### src/rtl/sram_port_arbiter.sv
// sram_port_arbiter
//   Lets the IF and MEM pipeline stages share one single-port SRAM. Each access
//   runs as issue (one cycle, SRAM strobe driven combinationally from the
//   grant) -> wait (RD_LAT cycles, read data captured on the last edge) ->
//   done (one-cycle completion pulse to the owning port). MEM wins a conflict
//   unless it has already taken DATA_STREAK grants in a row while IF was
//   waiting. In that case IF is forced through so that fetch keeps making progress.
//
// Ports
//   clk, rst          clock, synchronous active-low reset
//   if_req/if_addr    fetch request (read only)
//   if_rdata/if_done  fetch read data (held) and completion pulse
//   stallreq_if       fetch stall request
//   mem_req/mem_wen/mem_addr/mem_wdata   data request (mem_wen==0 is a read)
//   mem_rdata/mem_done                   data read data (held) and completion pulse
//   stallreq_mem      data stall request
//   sram_en/sram_wen/sram_addr/sram_wdata  macro strobe and command, issue cycle only
//   sram_rdata        macro read data, valid RD_LAT cycles after sram_en
module sram_port_arbiter #(
  parameter int RD_LAT      = 1,
  parameter int DATA_STREAK = 4
) (
  input  logic        clk,
  input  logic        rst,
  input  logic        if_req,
  input  logic [31:0] if_addr,
  output logic [31:0] if_rdata,
  output logic        if_done,
  output logic        stallreq_if,
  input  logic        mem_req,
  input  logic [3:0]  mem_wen,
  input  logic [31:0] mem_addr,
  input  logic [31:0] mem_wdata,
  output logic [31:0] mem_rdata,
  output logic        mem_done,
  output logic        stallreq_mem,
  output logic        sram_en,
  output logic [3:0]  sram_wen,
  output logic [31:0] sram_addr,
  output logic [31:0] sram_wdata,
  input  logic [31:0] sram_rdata
);

  if (RD_LAT < 1 || RD_LAT > 15) begin : g_bad_rd_lat
    $error("sram_port_arbiter: RD_LAT must be in 1..15");
  end
  if (DATA_STREAK < 1 || DATA_STREAK > 15) begin : g_bad_streak
    $error("sram_port_arbiter: DATA_STREAK must be in 1..15");
  end

  typedef enum logic [1:0] {S_IDLE, S_WAIT, S_DONE} state_e;

  state_e      state_q;
  logic        owner_mem_q;   // 1: MEM owns the transaction in flight
  logic        wr_q;          // transaction in flight is a write
  logic [3:0]  cnt_q;
  logic [3:0]  streak_q;      // MEM grants in a row with IF waiting
  logic [31:0] if_rdata_q;
  logic [31:0] mem_rdata_q;
  logic        if_done_q;
  logic        mem_done_q;

  logic        if_forced;
  logic        grant_mem;
  logic        issue;

  // IF is forced only when it is actually asking and MEM used up its streak.
  assign if_forced = if_req && (streak_q == 4'(DATA_STREAK));
  assign grant_mem = mem_req && !if_forced;
  // Gated by rst so that nothing leaks onto the macro while reset is held.
  assign issue     = rst && (state_q == S_IDLE) && (if_req || mem_req);

  always_ff @(posedge clk) begin
    if (!rst) begin
      state_q     <= S_IDLE;
      owner_mem_q <= 1'b0;
      wr_q        <= 1'b0;
      cnt_q       <= 4'd0;
      streak_q    <= 4'd0;
      if_rdata_q  <= 32'd0;
      mem_rdata_q <= 32'd0;
      if_done_q   <= 1'b0;
      mem_done_q  <= 1'b0;
    end else begin
      if_done_q  <= 1'b0;
      mem_done_q <= 1'b0;
      case (state_q)
        S_IDLE: begin
          if (if_req || mem_req) begin
            state_q     <= S_WAIT;
            owner_mem_q <= grant_mem;
            wr_q        <= grant_mem && (mem_wen != 4'd0);
            cnt_q       <= 4'(RD_LAT);
            if (grant_mem && if_req) begin
              if (streak_q != 4'(DATA_STREAK)) streak_q <= streak_q + 4'd1;
            end else begin
              streak_q <= 4'd0;
            end
          end
        end
        S_WAIT: begin
          cnt_q <= cnt_q - 4'd1;
          // cnt_q==1 marks cycle issue+RD_LAT: read data is on the bus now.
          if (cnt_q == 4'd1) begin
            state_q <= S_DONE;
            if (owner_mem_q) begin
              mem_done_q <= 1'b1;
              if (!wr_q) mem_rdata_q <= sram_rdata;
            end else begin
              if_done_q  <= 1'b1;
              if_rdata_q <= sram_rdata;
            end
          end
        end
        S_DONE:  state_q <= S_IDLE;
        default: state_q <= S_IDLE;
      endcase
    end
  end

  assign sram_en    = issue;
  assign sram_addr  = issue ? (grant_mem ? mem_addr : if_addr) : 32'd0;
  assign sram_wen   = (issue && grant_mem) ? mem_wen   : 4'd0;
  assign sram_wdata = (issue && grant_mem) ? mem_wdata : 32'd0;

  // Every output reads as zero while reset is held, even before the edge.
  assign if_done      = rst && if_done_q;
  assign mem_done     = rst && mem_done_q;
  assign if_rdata     = rst ? if_rdata_q  : 32'd0;
  assign mem_rdata    = rst ? mem_rdata_q : 32'd0;
  assign stallreq_if  = rst && if_req  && !if_done;
  assign stallreq_mem = rst && mem_req && !mem_done;

endmodule
### config.mk
export PLATFORM = sky130hd
export DESIGN_NAME = sram_port_arbiter
export DESIGN_NICKNAME = d
export VERILOG_FILES = /design/src/rtl/sram_port_arbiter.sv
export SDC_FILE = /design/constraint.sdc
export NUM_CORES = 1
export LEC_CHECK = 0
export ABC_AREA = 1
export BUFFER_PORTS_ARGS = -buffer_cell sky130_fd_sc_hd__buf_2
export CAP_MARGIN = 5
export CORE_MARGIN = 2
export CORE_UTILIZATION = 45
export CTS_CLUSTER_DIAMETER = 60
export DETAILED_ROUTE_END_ITERATION = 6
export PLACE_DENSITY = 0.87
export SETUP_SLACK_MARGIN = 0.02
export SYNTH_ARGS = -nofsm -noshare
export SYNTH_HDL_FRONTEND = slang
export SYNTH_SLANG_ARGS = --single-unit
### constraint.sdc
create_clock -name clk -period 1.9 [get_ports clk]
set_input_delay 0.19 -clock clk [delete_from_list [all_inputs] [get_ports clk]]
set_output_delay 0.19 -clock clk [all_outputs]
set_load 0.01 [all_outputs]
== After elaboration in Yosys (flattened, before gate mapping) ==
Cells that the tools add are included.
Storage, ports and cells
  register bits after elaboration: 78
  output and inout bits: 137
Cells by class
  bitwise operators: 2
  multiplexer cells: 15
  add/subtract/negate cells: 2
  reductions and logical operators: 27
  equal/unequal tests: 7
Operators by type and width (count)
  2-to-1 mux 32 bit: 5
  2-to-1 mux 4 bit: 4
  logical AND 1 bit: 13
  AND reduction 3 bit: 3
  case mux 4 bit (2 select lines): 1
  AND reduction 2 bit: 3
  adder 4 x 1 -> 4 bit (second input constant): 1
  equality test 4 x 1 -> 1 bit (second input constant): 1
  equality test 4 x 3 -> 1 bit (second input constant): 1
  2-to-1 mux 2 bit: 2
  inequality test 2 x 1 -> 1 bit (second input constant): 2
  inequality test 4 x 3 -> 1 bit (second input constant): 1
  case mux 2 bit (2 select lines): 1
  AND reduction 4 bit: 1
  nonzero test 4 bit: 1
  subtractor 4 x 1 -> 4 bit (second input constant): 1
  zero test 1 bit: 3
  equality test 2 x 1 -> 1 bit (second input constant): 1
  zero test 2 bit: 1
  2-to-1 mux 1 bit: 2
  inequality test 2 bit (second input constant): 1
  NOT 1 bit: 2
  nonzero test 2 bit: 1
  logical OR 1 bit: 1

== Logic depth before layout (Yosys ltp) ==
Gate-level depths: netlist (run 1).
  depth after elaboration: 7
  depth in mapped cells: 8

== Least setup slack after synthesis (run 1) ==
OpenSTA, ideal clock, no wires.
  path type: flip-flop to output port
  from: register streak_q[0]
  to: output port sram_addr[10]
  arrival time: 1.378 ns
  setup slack: 0.332 ns
  stages on the path, launching flop included: 7
  buffers on the path: 1
  path through: dfxtp_1 inv_1 ha_1 nand4_4 clkbuf_1 nand3_1 a21oi_1
On the way
  word-level cells in the longest chain between the ends: 6
Ends and longest elaborated chain
  start: declaration: line 57  | logic [3:0] streak_q;
  start signal: assignment: line 95  | if (streak_q != 4'(DATA_STREAK)) streak_q <= streak_q + 4'd1;
  equality test 4 x 3 -> 1 bit: line 68  | assign if_forced = if_req && (streak_q == 4'(DATA_STREAK));
  logical AND 1 bit: line 68
  zero test 1 bit: line 69  | assign grant_mem = mem_req && !if_forced;
  logical AND 1 bit: line 69
  2-to-1 mux 32 bit (2 in series): line 122  | assign sram_addr = issue ? (grant_mem ? mem_addr : if_addr) : 32'd0;
  end: declaration: line 39  | output logic [31:0] sram_addr,
Every way passes these cells.

== Worst setup path after layout (run 1) ==
  from: register streak_q[0]
  to: output port sram_addr[8]
Same word-level chain as after synthesis.

==> summary.md, run 1 <==
| Metric | Value |
|---|---|
| Switch share | 35.4% |
| CP startpoint | streak_q[0] |
| Hold Path Stages | 5 |
| Final GP Congestion | 0.838 |
| Part of the power in the clock network | 21.9% |
| Yosys Warn Count | 0 |
| Min Clock Period, post-route | 1.93 ns |
| Area of the die | 11300 um2 |
| Fraction of the yosys area taken by sequential cells | 33.2% |
| Least-Margin Pin Slew | 0.434 ns |
| Hold/Removal Path Class | input port to flip-flop |
| Post-DP HPWL | 10.5 mm |
| Utilization after layout | 66.5% |
| Starting density of the core | 46.0% |
| Headroom to the max-slew limit | 71.1% |
| Initial antenna violation count | 0 |
| Overall power | 4.67 mW |
| Net switching power | 1.65 mW |
| Share of final-layout standard cells stronger than drive strength 1 | 38.7% |
| Highest routed layer | met4 |
| Routed wl met3 | 1.06 mm |
| Timing-limited maximum frequency | 518 MHz |
| Routed length on met1 | 5.83 mm |
| Worst endpoint required time | 1.71 ns |
| Setup Skew | 0.00506 ns |
| Clock root buffer | sky130_fd_sc_hd__clkbuf_8 |
| Result of the run | finished with violations |
| Post-Synthesis Cells | 806 |
| Post-route worst setup slack | -0.0316 ns |
| Via count of the routed design | 5608 |
| TritonCTS clock tree | yes |
| Area of the core | 10200 um2 |
| Clk Latency, worst-skew pair | 0.33 ns |
| Detail Route Antenna Nets | 0 |
| Post-synthesis area per instance | 5.84 um2 |
| Register bit total from synthesis | 78 |
| Pin count of the biggest net entering global routing | 112 |
| Number of buffers added by the clock tree synthesis step | 9 |
| Total global routing overflow | 0 |
| Router iterations before antenna repair | 5 |
| Critical Path Fanout Max | 8 |
| Die width | 106 um |
| Unrepaired setup endpoints after global routing | true |
| Share of the clock period used by the worst path after layout | 102% |
| Flop2flop setup slack | 0.41 ns |
| Violations in the final reports | negative setup slack |
| Kind of capture point of the worst setup path | output pin |
| Peak supply drop | 300 uV |
| Net count after synthesis | 946 |
| Max-slew violation count | 0 |
| Capturing instance or port of the critical path | sram_addr[8] |
| Cell area after synthesis | 4710 um2 |
| Clock sink count | 78 |
| Sort of element at the start of the critical path | flip-flop |
| Number of DRC violations after detailed routing | 0 |
| Hold Violations, Final | 0 |
| Total wire length | 14.6 mm |
| Layout net count | 1220 |
| Leakage dissipation | 4.25 nW |
| Leading cell type in the layout, fill and taps excluded | sky130_fd_sc_hd__buf_2 |
| Most frequent cells in the layout | sky130_fd_sc_hd__buf_2 (269), sky130_fd_sc_hd__nand2_1 (234), sky130_fd_sc_hd__inv_1 (149) |
| Critical path class | flip-flop to output pin |
| Fillers | 903 |
| Synthesis-to-layout area growth | 44.6% |
| Reg2reg path depth | 8 |
| Setup violations, final | 8 |
| Internal portion of total power | 3.02 mW |
| Max Cap Viol | 0 |
| Endpoint of the worst register-to-register path | mem_rdata_q[27] |
| Cell area power density | 686 nW/um2 |
| Gate power share | 36.8% |
| Distinct cells, synth | 26 |
| Row Count | 37 |
| Wire length of the first global-routing pass | 22.0 mm |
| CTS HTree Levels | 3 |
| Arrival time at the worst endpoint | 1.74 ns |
| Number of DRC markers in iteration 0 | 431 |
| Worst-path clk slew | 0.07 ns |
| Vias in the first global route | 4881 |
| Met2 wire length | 7.27 mm |
| Top-level I/O count | 273 |
| GRT Overall Usage | 23.9% |
| Post-DR vias/cell | 4.60 |
| FF-to-FF Start | cnt_q[1] |
| Port bufs | 272 |
| Reg power frac | 41.3% |
| Die outline height | 106 um |
| Antenna Cells | 0 |
| Maximum buffer depth of the clock tree | 2 |
| Wire length per cell after detailed routing | 12.0 um |
[Yosys cell counts]
master                     count  share of area [%]
sky130_fd_sc_hd__nand2_2       4               0.53
sky130_fd_sc_hd__nor2_1      144                 11
sky130_fd_sc_hd__o21bai_1      1               0.16
sky130_fd_sc_hd__buf_1        10               0.80
sky130_fd_sc_hd__nand3_2       1               0.21
sky130_fd_sc_hd__nor2_4        6                1.4
sky130_fd_sc_hd__inv_1       151                 12
sky130_fd_sc_hd__buf_2         8               0.85
sky130_fd_sc_hd__ha_1          4                1.1
sky130_fd_sc_hd__o21ai_0       5               0.53
sky130_fd_sc_hd__a21oi_1      34                3.6
sky130_fd_sc_hd__nor3_1        4               0.43
sky130_fd_sc_hd__xor2_1        1               0.19
sky130_fd_sc_hd__nor2_2       29                3.9
sky130_fd_sc_hd__o22ai_1       1               0.13
sky130_fd_sc_hd__nand3_4       1               0.37
sky130_fd_sc_hd__clkbuf_1     10               0.80
sky130_fd_sc_hd__nand4_4       1               0.45
sky130_fd_sc_hd__nand2_4       1               0.24
sky130_fd_sc_hd__nand4_1       3               0.40
sky130_fd_sc_hd__buf_4        13                2.1
sky130_fd_sc_hd__nand2_1     249                 20
sky130_fd_sc_hd__buf_6         3               0.72
sky130_fd_sc_hd__inv_2         2               0.16
sky130_fd_sc_hd__nand3_1      42                4.5
sky130_fd_sc_hd__dfxtp_1      78                 33
[worst max-delay path, cell delays in order (launching register included)]
cell and delay, ns:
sky130_fd_sc_hd__dfxtp_2 0.33, sky130_fd_sc_hd__inv_2 0.08, sky130_fd_sc_hd__ha_4 0.14, sky130_fd_sc_hd__nand4_4 0.12, sky130_fd_sc_hd__nand2_4 0.18, sky130_fd_sc_hd__clkbuf_16 0.21
sky130_fd_sc_hd__nand2_4 0.05, sky130_fd_sc_hd__a21oi_2 0.14, sky130_fd_sc_hd__buf_2 0.14
[worst min-delay path by stage]
| stage | from | to | slack [ns] |
|---|---|---|---|
| 2_1_floorplan | mem_wen[2] | wr_q | 0.39 |
| 6_report | sram_rdata[8] | mem_rdata_q[8] | 0.16 |
| 4_1_cts | sram_rdata[8] | mem_rdata_q[8] | 0.15 |
| 3_5_place_dp | if_rdata_q[19] | if_rdata_q[19] | 0.47 |
| 5_1_grt | sram_rdata[9] | if_rdata_q[9] | 0.17 |
| 3_3_place_gp | if_rdata_q[12] | if_rdata_q[12] | 0.46 |
[per-stage QoR]
step                instances  hold slack [ns]  cell area (um2)  setup TNS, ns  setup slack [ns]
finish                   1220            0.164             6810         -0.136           -0.0316
global route             1220            0.170             6810          -3.20           -0.0941
CTS                      1209            0.147             6550              0           0.00489
detailed placement       1186            0.471             6180              0             0.182
global placement         1186            0.460             6180              0             0.185
floorplan                 806            0.387             4710              0             0.332
[state kept, by name, indices dropped and copies added, names as in the netlist]
register	count
cnt_q	4
if_done_q	1
if_rdata_q	32
mem_done_q	1
mem_rdata_q	32
owner_mem_q	1
state_q	2
streak_q	4
wr_q	1
[metal layers]
metal	vias to the layer above	GRT usage, %
met4	0	10.2
met3	34	4.05
met2	260	41.1
met1	2430	29.5
li1	2884	-
met5	-	0
[cells by family (layout without fill, tap and decap cells)]
kind of cell / count (synthesis) / in the layout / share of synthesized area, %
flops: 78 / 78 / 33.2
fa+ha+maj: 4 / 4 / 1.06
xor+xnor: 1 / 1 / 0.186
compound gates: 41 / 41 / 4.44
buf+inv: 197 / 475 / 17.4
simple gates: 485 / 485 / 43.7
[cell type report]
type	instances	area, um2	area share, %
inverters	153	574	8.44
repair buffers	307	1800	26.4
multi-input cells	531	2540	37.3
clock buffers	11	131	1.93
flip-flops and latches	78	1570	23.0
clock inverters	4	25.0	0.368
well taps	136	170	2.50
[power groups by stage]
stage | logic (mW) | registers, mW | clock network (mW)
2_1_floorplan | 0.992 | 1.94 | 0
3_3_place_gp | 1.45 | 1.95 | 0
3_5_place_dp | 1.47 | 1.96 | 0
4_1_cts | 1.57 | 1.93 | 1.05
5_1_grt | 1.91 | 1.95 | 1.13
6_report | 1.72 | 1.93 | 1.02
[what timing repair did]
item                       in CTS  in global routing
setup endpoints to repair      63                 68
resized for setup              33                 43
pin swaps                      10                 13
cloned                          2                  2
buffers inserted                6                  9
hold buffers                    0                  0
Note: power is estimated with default switching activity, not from simulation.
==> run 2, diff against run 1 <==
--- a/config.mk
+++ b/config.mk
@@ -5,14 +5,13 @@
 export SDC_FILE = /design/constraint.sdc
 export NUM_CORES = 1
 export LEC_CHECK = 0
-export ABC_AREA = 1
 export BUFFER_PORTS_ARGS = -buffer_cell sky130_fd_sc_hd__buf_2
 export CAP_MARGIN = 5
-export CORE_MARGIN = 2
-export CORE_UTILIZATION = 45
+export CORE_AREA = 2 2 105 107
 export CTS_CLUSTER_DIAMETER = 60
 export DETAILED_ROUTE_END_ITERATION = 6
-export PLACE_DENSITY = 0.87
+export DIE_AREA = 0 0 107 109
+export PLACE_DENSITY = 0.81
 export SETUP_SLACK_MARGIN = 0.02
 export SYNTH_ARGS = -nofsm -noshare
 export SYNTH_HDL_FRONTEND = slang
==> run 2 against run 1 <==
Compared with the run above: die area grew 3.2%; clock power grew 8%; cell count shrank 18%; combinational power shrank 39%; sequential power shrank 8%; register-to-register slack lost 0.22 ns; area after synthesis shrank 12%; first-iteration DRC count shrank 53%; critical path type unchanged; routed wire length shrank 15%; the flow still finishes with violations (negative setup slack); clock-buffer cell count shrank 2.
==> summary.md, run 2 <==
| Metric | Value |
|---|---|
| Result of the run | finished with violations (unchanged) |
| Violations in the final reports | negative setup slack (unchanged) |
| Antenna Cells | 0 (unchanged) |
| Post-route worst setup slack | -0.0982 ns (was -0.0316 ns) |
| Sort of element at the start of the critical path | flip-flop (unchanged) |
| Kind of capture point of the worst setup path | output pin (unchanged) |
| Hold/Removal Path Class | input port to flip-flop (unchanged) |
| Fraction of registers with async set or reset after synthesis | 0% (unchanged) |
| Post-Synthesis Cells | 584 (was 806) |
| Headroom to the max-slew limit | 75.4% (was 71.1%) |
| Synthesis-to-layout area growth | 48.4% (was 44.6%) |
| Port bufs | 272 (unchanged) |
| Worst slack at placement | 0.109 ns (was 0.182 ns) |
| Most frequent cells after synthesis | sky130_fd_sc_hd__nand2_1 (172), sky130_fd_sc_hd__dfxtp_1 (78), sky130_fd_sc_hd__inv_1 (70) (was sky130_fd_sc_hd__nand2_1 (249), sky130_fd_sc_hd__inv_1 (151), sky130_fd_sc_hd__nor2_1 (144)) |
| Unrepaired setup endpoints after global routing | true (unchanged) |
| Setup Skew | 0.00896 ns (was 0.00506 ns) |
| Pin count of the biggest net entering global routing | 81 (was 112) |
| Fraction of the yosys area taken by sequential cells | 37.7% (was 33.2%) |
| Number of buffers added by the clock tree synthesis step | 9 (unchanged) |
| Total wire length | 12.4 mm (was 14.6 mm) |
| Leakage dissipation | 3.85 nW (was 4.25 nW) |
| Worst-path clk slew | 0.08 ns (was 0.07 ns) |
| Most frequent cells in the layout | sky130_fd_sc_hd__buf_2 (261), sky130_fd_sc_hd__nand2_1 (160), sky130_fd_sc_hd__dfxtp_1 (76) (was sky130_fd_sc_hd__buf_2 (269), sky130_fd_sc_hd__nand2_1 (234), sky130_fd_sc_hd__inv_1 (149)) |
| Max-slew violation count | 0 (unchanged) |
| Clk Latency, worst-skew pair | 0.34 ns (was 0.33 ns) |
| Critical Path Fanout Max | 7 (was 8) |
| Cell area power density | 638 nW/um2 (was 686 nW/um2) |
| Worst endpoint required time | 1.71 ns (about the same) |
| Row Count | 38 (was 37) |
| Most used flip-flop cell after synthesis | sky130_fd_sc_hd__dfxtp_1 (unchanged) |
| Arrival time at the worst endpoint | 1.81 ns (was 1.74 ns) |
| Cell area after synthesis | 4150 um2 (was 4710 um2) |
| Leading cell type in the layout, fill and taps excluded | sky130_fd_sc_hd__buf_2 (unchanged) |
| Router iterations before antenna repair | 4 (was 5) |
| Critical path class | flip-flop to output pin (unchanged) |
| Share of the synthesized area in the top cell type | 37.7% (was 33.2%) |
| Timing-limited maximum frequency | 500 MHz (was 518 MHz) |
| Biggest area contributors in the synthesized netlist | sky130_fd_sc_hd__dfxtp_1 (38%), sky130_fd_sc_hd__nand2_1 (16%), sky130_fd_sc_hd__mux2i_1 (7.7%) (was sky130_fd_sc_hd__dfxtp_1 (33%), sky130_fd_sc_hd__nand2_1 (20%), sky130_fd_sc_hd__inv_1 (12%)) |
| Least-Margin Pin Slew | 0.367 ns (was 0.434 ns) |
| Top flop regs | if_rdata_q: 32 flops, mem_rdata_q: 32 flops (unchanged) |
| Final GP Congestion | 0.800 (was 0.838) |
| Reg2reg path depth | 6 (was 8) |
| GRT Overall Usage | 19.6% (was 23.9%) |
| Hold endpoint | if_rdata_q[2] (was mem_rdata_q[8]) |
| EDFF count, synth | 0 (unchanged) |
| Min Clock Period, post-route | 2.00 ns (was 1.93 ns) |
| Maximum buffer depth of the clock tree | 2 (unchanged) |
| Clock sink count | 78 (unchanged) |
| Most repeated cell in the gate-level netlist after synthesis | sky130_fd_sc_hd__nand2_1 (unchanged) |
| Flop2flop setup slack | 0.19 ns (was 0.41 ns) |
| Number of DRC markers in iteration 0 | 203 (was 431) |
| Net count after synthesis | 724 (was 946) |
| Wire length per cell after detailed routing | 12.5 um (was 12.0 um) |
| Hold Violations, Final | 0 (unchanged) |
| Number of DRC violations after detailed routing | 0 (unchanged) |
| CTS HTree Levels | 3 (unchanged) |
| Cell accounting for the most synthesized area | sky130_fd_sc_hd__dfxtp_1 (unchanged) |
| Utilization after layout | 58.0% (was 66.5%) |
| Post-DP HPWL | 9.17 mm (was 10.5 mm) |
| FF/Latch Area | 1560 um2 (was 1570 um2) |
| Register bit total from synthesis | 78 (unchanged) |
| Share of final-layout standard cells stronger than drive strength 1 | 42.8% (was 38.7%) |
| Area of the multi-input gates | 2230 um2 (was 2540 um2) |
| Die width | 107 um (was 106 um) |
| Total global routing overflow | 0 (unchanged) |
| Initial antenna violation count | 0 (unchanged) |
| Wire length of the first global-routing pass | 18.3 mm (was 22.0 mm) |
| Hold Path Stages | 3 (was 5) |
| Post-DR vias/cell | 4.66 (was 4.60) |
| Die outline height | 109 um (was 106 um) |
| Area of the core | 10600 um2 (was 10200 um2) |
| Endpoint of the worst register-to-register path | mem_rdata_q[26] (was mem_rdata_q[27]) |
| Launch instance of the worst min-delay path | sram_rdata[2] (was sram_rdata[8]) |
| Top-level I/O count | 273 (unchanged) |
| Share of the clock period used by the worst path after layout | 105% (was 102%) |
| Max Cap Viol | 0 (unchanged) |
| Vias in the first global route | 4145 (was 4881) |
| Detail Route Antenna Nets | 0 (unchanged) |
| Setup violations, final | 59 (was 8) |
| Peak supply drop | 452 uV (was 300 uV) |
| Clock root buffer | sky130_fd_sc_hd__clkbuf_8 (unchanged) |
| Area of the die | 11700 um2 (was 11300 um2) |
| FF-to-FF Start | cnt_q[0] (was cnt_q[1]) |
| Starting density of the core | 39.1% (was 46.0%) |
| Fillers | 986 (was 903) |
| Layout net count | 992 (was 1220) |
| Distinct cells, synth | 40 (was 26) |
| Yosys Warn Count | 0 (unchanged) |
| Post-synthesis area per instance | 7.10 um2 (was 5.84 um2) |
| TritonCTS clock tree | yes (unchanged) |
| Via count of the routed design | 4646 (was 5608) |
run 2: cell count changes after synthesis, sizes merged, moves of 3 or more:
cell    delta
nor2     -172
inv       -83
nand2     -82
and2      +44
mux2i     +32
o21ai     +31
buf       -14
clkbuf    +11
nand3      -6
a21boi     +5
nand4      -4
nor2b      +3
nor3       -3
run 2: timing repair:
item / 4_1_cts / 5_1_grt
buffers inserted: 7 / 2
pin swaps: 4 / 30
setup endpoints to repair: 68 / 68
cloned: 2 / 3
resized for setup: 18 / 53
hold buffers: 0 / 0
run 2: logic make-up (layout without fill, tap and decap cells):
logic type | after synthesis | count (layout) | share of synthesized area [%]
AOI/OAI and AO/OA | 81 | 81 | 10.3
adders and majority gates | 4 | 4 | 1.21
buffers and inverters | 111 | 384 | 12.1
DFF | 78 | 78 | 37.7
muxes | 32 | 32 | 7.72
and+or+nand+nor | 278 | 278 | 31.1
run 2: worst max path at each step:
stage / start / endpoint / slack (ns) / cells past startpoint
floorplan: streak_q[0] / sram_addr[10] / 0.24 / 8
global placement: streak_q[0] / sram_wen[2] / 0.19 / 8
detailed placement: streak_q[0] / sram_wdata[23] / 0.11 / 8
CTS: streak_q[1] / sram_wdata[7] / -0.13 / 9
global route: streak_q[0] / sram_addr[24] / -0.19 / 9
finish: streak_q[0] / sram_addr[20] / -0.1 / 9
run 2: area by class of cell:
class                           instances  share of cell area [%]
Multi-Input combinational cell        395                    36.2
Timing Repair Buffer                  298                    28.5
Sequential cell                        78                    25.4
Inverter                               70                    4.27
Tap cell                              140                    2.85
Clock buffer                            9                    2.01
Clock inverter                          7                   0.773
run 2: critical path, cell delays in order (launching register included):
cell and delay, ns:
sky130_fd_sc_hd__dfxtp_2 0.33, sky130_fd_sc_hd__inv_2 0.07, sky130_fd_sc_hd__ha_4 0.13, sky130_fd_sc_hd__nand4b_1 0.14, sky130_fd_sc_hd__nand2_2 0.16, sky130_fd_sc_hd__buf_8 0.15
sky130_fd_sc_hd__clkbuf_16 0.14, sky130_fd_sc_hd__nand2_1 0.05, sky130_fd_sc_hd__a21oi_1 0.13, sky130_fd_sc_hd__buf_2 0.15
run 2: power by group:
| group | internal [mW] | total (mW) | switching [mW] |
|---|---|---|---|
| logic | 0.475 | 1.05 | 0.575 |
| clock network | 0.476 | 1.10 | 0.624 |
| registers | 1.73 | 1.77 | 0.0480 |
| total | 2.68 | 3.92 | 1.25 |
run 2: metrics by stage:
step                area, um2  TNS, ns  instances  hold slack, ns  power, mW
floorplan                4150        0        584           0.320       2.36
global placement         5630        0        970           0.424       2.73
detailed placement       5630        0        970           0.431       2.75
CTS                      5960    -6.09        995          0.0574       3.91
global route             6150    -9.46        997          0.0704       4.16
finish                   6150    -2.12        997          0.0727       3.92
run 2: routing by layer:
layer,vias to the layer above,routed length (um),global-route usage [%]
met3,35,853,4.96
met5,-,0,0
met2,168,6080,34.1
met1,2065,5140,22.4
met4,0,376,9.83
li1,2378,-,-
==> run 3, diff against run 2 <==
==> config.mk (replaced) <==
export PLATFORM = sky130hd
export DESIGN_NAME = sram_port_arbiter
export DESIGN_NICKNAME = d
export VERILOG_FILES = /design/src/rtl/sram_port_arbiter.sv
export SDC_FILE = /design/constraint.sdc
export NUM_CORES = 1
export LEC_CHECK = 0
export CAP_MARGIN = 5
export CORE_AREA = 2 2 107 109
export CTS_CLUSTER_DIAMETER = 60
export DETAILED_ROUTE_END_ITERATION = 6
export DIE_AREA = 0 0 109 111
export DONT_BUFFER_PORTS = 1
export PLACE_DENSITY = 0.57
export SETUP_SLACK_MARGIN = 0.02
export SYNTH_ARGS = -nofsm -noshare
export SYNTH_HDL_FRONTEND = slang
export SYNTH_SLANG_ARGS = --single-unit
==> run 3 against run 2 <==
Compared with the run above: the run still ends with negative setup slack left; flip-flop and latch count did not move; critical path depth unchanged; maximum frequency up 1.5%; cell count shrank 22%; register-to-register slack worse by 0.05 ns; final area fell by 9.7%; sequential power about the same; clock skew fell by 0.00058 ns; global-route usage shrank 1.4 points; highest routed layer unchanged.
==> summary.md, run 3 (same netlist as run 2, synthesis figures left out) <==
| Metric | Value |
|---|---|
| Result of the run | finished with violations (unchanged) |
| Violations in the final reports | negative setup slack (unchanged) |
| Worst-path clk slew | 0.06 ns (was 0.08 ns) |
| Most frequent cells in the layout | sky130_fd_sc_hd__nand2_1 (164), sky130_fd_sc_hd__dfxtp_1 (76), sky130_fd_sc_hd__inv_1 (68) (was sky130_fd_sc_hd__buf_2 (261), sky130_fd_sc_hd__nand2_1 (160), sky130_fd_sc_hd__dfxtp_1 (76)) |
| Total global routing overflow | 0 (unchanged) |
| Clock root buffer | sky130_fd_sc_hd__clkbuf_16 (was sky130_fd_sc_hd__clkbuf_8) |
| GRT Overall Usage | 18.3% (was 19.6%) |
| Min Clock Period, post-route | 1.97 ns (was 2.00 ns) |
| Detail Route Antenna Nets | 0 (unchanged) |
| Synthesis-to-layout area growth | 34.0% (was 48.4%) |
| Peak supply drop | 474 uV (was 452 uV) |
| Cell area power density | 810 nW/um2 (was 638 nW/um2) |
| Kind of capture point of the worst setup path | output pin (unchanged) |
| Post-route worst setup slack | -0.0679 ns (was -0.0982 ns) |
| Number of DRC markers in iteration 0 | 136 (was 203) |
| Worst endpoint required time | 1.71 ns (about the same) |
| CTS HTree Levels | 3 (unchanged) |
| Arrival time at the worst endpoint | 1.78 ns (was 1.81 ns) |
| Die outline height | 111 um (was 109 um) |
| Timing-limited maximum frequency | 508 MHz (was 500 MHz) |
| Critical path class | flip-flop to output pin (unchanged) |
| Utilization after layout | 50.2% (was 58.0%) |
| Unrepaired setup endpoints after global routing | true (unchanged) |
| Worst slack at placement | 0.162 ns (was 0.109 ns) |
| Layout net count | 764 (was 992) |
| Area of the die | 12100 um2 (was 11700 um2) |
| Clock sink count | 78 (unchanged) |
| Sort of element at the start of the critical path | flip-flop (unchanged) |
| FF-to-FF Start | cnt_q[0] (unchanged) |
| Row Count | 39 (was 38) |
| Least-Margin Pin Slew | 0.361 ns (was 0.367 ns) |
| Number of buffers added by the clock tree synthesis step | 9 (unchanged) |
| Worst hold slack | 0.0131 ns (was 0.0727 ns) |
| Max-slew violation count | 0 (unchanged) |
| Die width | 109 um (was 107 um) |
| Critical Path Fanout Max | 4 (was 7) |
| Post-DP HPWL | 7.70 mm (was 9.17 mm) |
| CP startpoint | streak_q[0] (unchanged) |
| Share of final-layout standard cells stronger than drive strength 1 | 22.9% (was 42.8%) |
| Starting density of the core | 37.4% (was 39.1%) |
| Wire length per cell after detailed routing | 15.9 um (was 12.5 um) |
| Setup Skew | 0.00839 ns (was 0.00896 ns) |
| Post-DR vias/cell | 5.17 (was 4.66) |
| Top-level I/O count | 273 (unchanged) |
| Share of the clock period used by the worst path after layout | 104% (was 105%) |
| Launch instance of the worst min-delay path | sram_rdata[20] (was sram_rdata[2]) |
| Total wire length | 12.3 mm (was 12.4 mm) |
| Hold Violations, Final | 0 (unchanged) |
| Max Cap Viol | 0 (unchanged) |
| Wire length of the first global-routing pass | 17.5 mm (was 18.3 mm) |
| Final GP Congestion | 1.01 (was 0.800) |
| Maximum buffer depth of the clock tree | 2 (unchanged) |
| Vias in the first global route | 3652 (was 4145) |
| Number of DRC violations after detailed routing | 0 (unchanged) |
| Initial antenna violation count | 1 (was 0) |
| Headroom to the max-slew limit | 75.8% (was 75.4%) |
| Leading cell type in the layout, fill and taps excluded | sky130_fd_sc_hd__nand2_1 (was sky130_fd_sc_hd__buf_2) |
| TritonCTS clock tree | yes (unchanged) |
| Area of the core | 11100 um2 (was 10600 um2) |
| Hold/Removal Path Class | input port to flip-flop (unchanged) |
| Top flop regs | if_rdata_q: 32 flops, mem_rdata_q: 32 flops (unchanged) |
| Port bufs | 0 (was 272) |
| Setup violations, final | 23 (was 59) |
| Via count of the routed design | 3995 (was 4646) |
| Pin count of the biggest net entering global routing | 148 (was 81) |
| Router iterations before antenna repair | 4 (unchanged) |
| Clk Latency, worst-skew pair | 0.33 ns (was 0.34 ns) |
| Leakage dissipation | 2.90 nW (was 3.85 nW) |
[run 3: critical path, cell delays in order, from the launching register on]
cell and delay [ns]:
sky130_fd_sc_hd__dfxtp_2 0.33, sky130_fd_sc_hd__inv_2 0.05, sky130_fd_sc_hd__ha_4 0.15, sky130_fd_sc_hd__nand4b_1 0.11, sky130_fd_sc_hd__nand2_2 0.09, sky130_fd_sc_hd__buf_12 0.13
sky130_fd_sc_hd__nor2_4 0.13, sky130_fd_sc_hd__buf_8 0.17, sky130_fd_sc_hd__clkbuf_16 0.14, sky130_fd_sc_hd__and2_4 0.14
[run 3: layout make-up]
type	instances	area, um2
fillers	1075	5520
multi-input cells	395	2400
flip-flops and latches	78	1560
repair buffers	70	845
inverters	70	263
clock buffers	9	225
well taps	143	179
clock inverters	7	77.6
diodes	1	2.50
[run 3: path summary, 6_finish.rpt]
kind,to,cells after the start,slack [ns]
worst max-delay path,sram_wdata[17],9,-0.07
worst min-delay path,if_rdata_q[20],2,0.01
worst max register to register,if_rdata_q[30],7,0.14
worst min register to register,mem_rdata_q[12],2,0.47
[run 3: metrics by stage]
stage	cells	area, um2	total power, mW	setup TNS (ns)
global route	773	5560	4.73	-4.41
detailed placement	699	4240	2.44	0
CTS	764	5280	4.41	-2.72
global placement	699	4240	2.42	0
finish	773	5560	4.50	-0.935
floorplan	584	4150	2.36	0
[run 3: report_power, final]
part | internal (mW) | leakage [nW] | switching [mW]
sequential | 1.73 | 0.632 | 0.0484
clock | 1.04 | 0.153 | 0.708
combinational | 0.444 | 2.12 | 0.535
[run 3: per-layer routing]
metal	routed length, um	track usage, %	up-vias	part of all wire (%)
li1	-	-	1925	-
met1	4990	20.9	1884	41
met2	6300	31.9	172	51
met3	826	5.29	14	6.7
met4	158	6.24	0	1.3
met5	0	0	-	0
[run 3: repair_timing]
action / CTS / global route
gates cloned: 4 / 4
pin swaps: 8 / 42
gates resized for setup: 65 / 38
endpoints found under the hold margin: 56 / 0
buffers inserted: 12 / 5
hold buffers: 33 / 0
endpoints found under the setup margin: 68 / 69
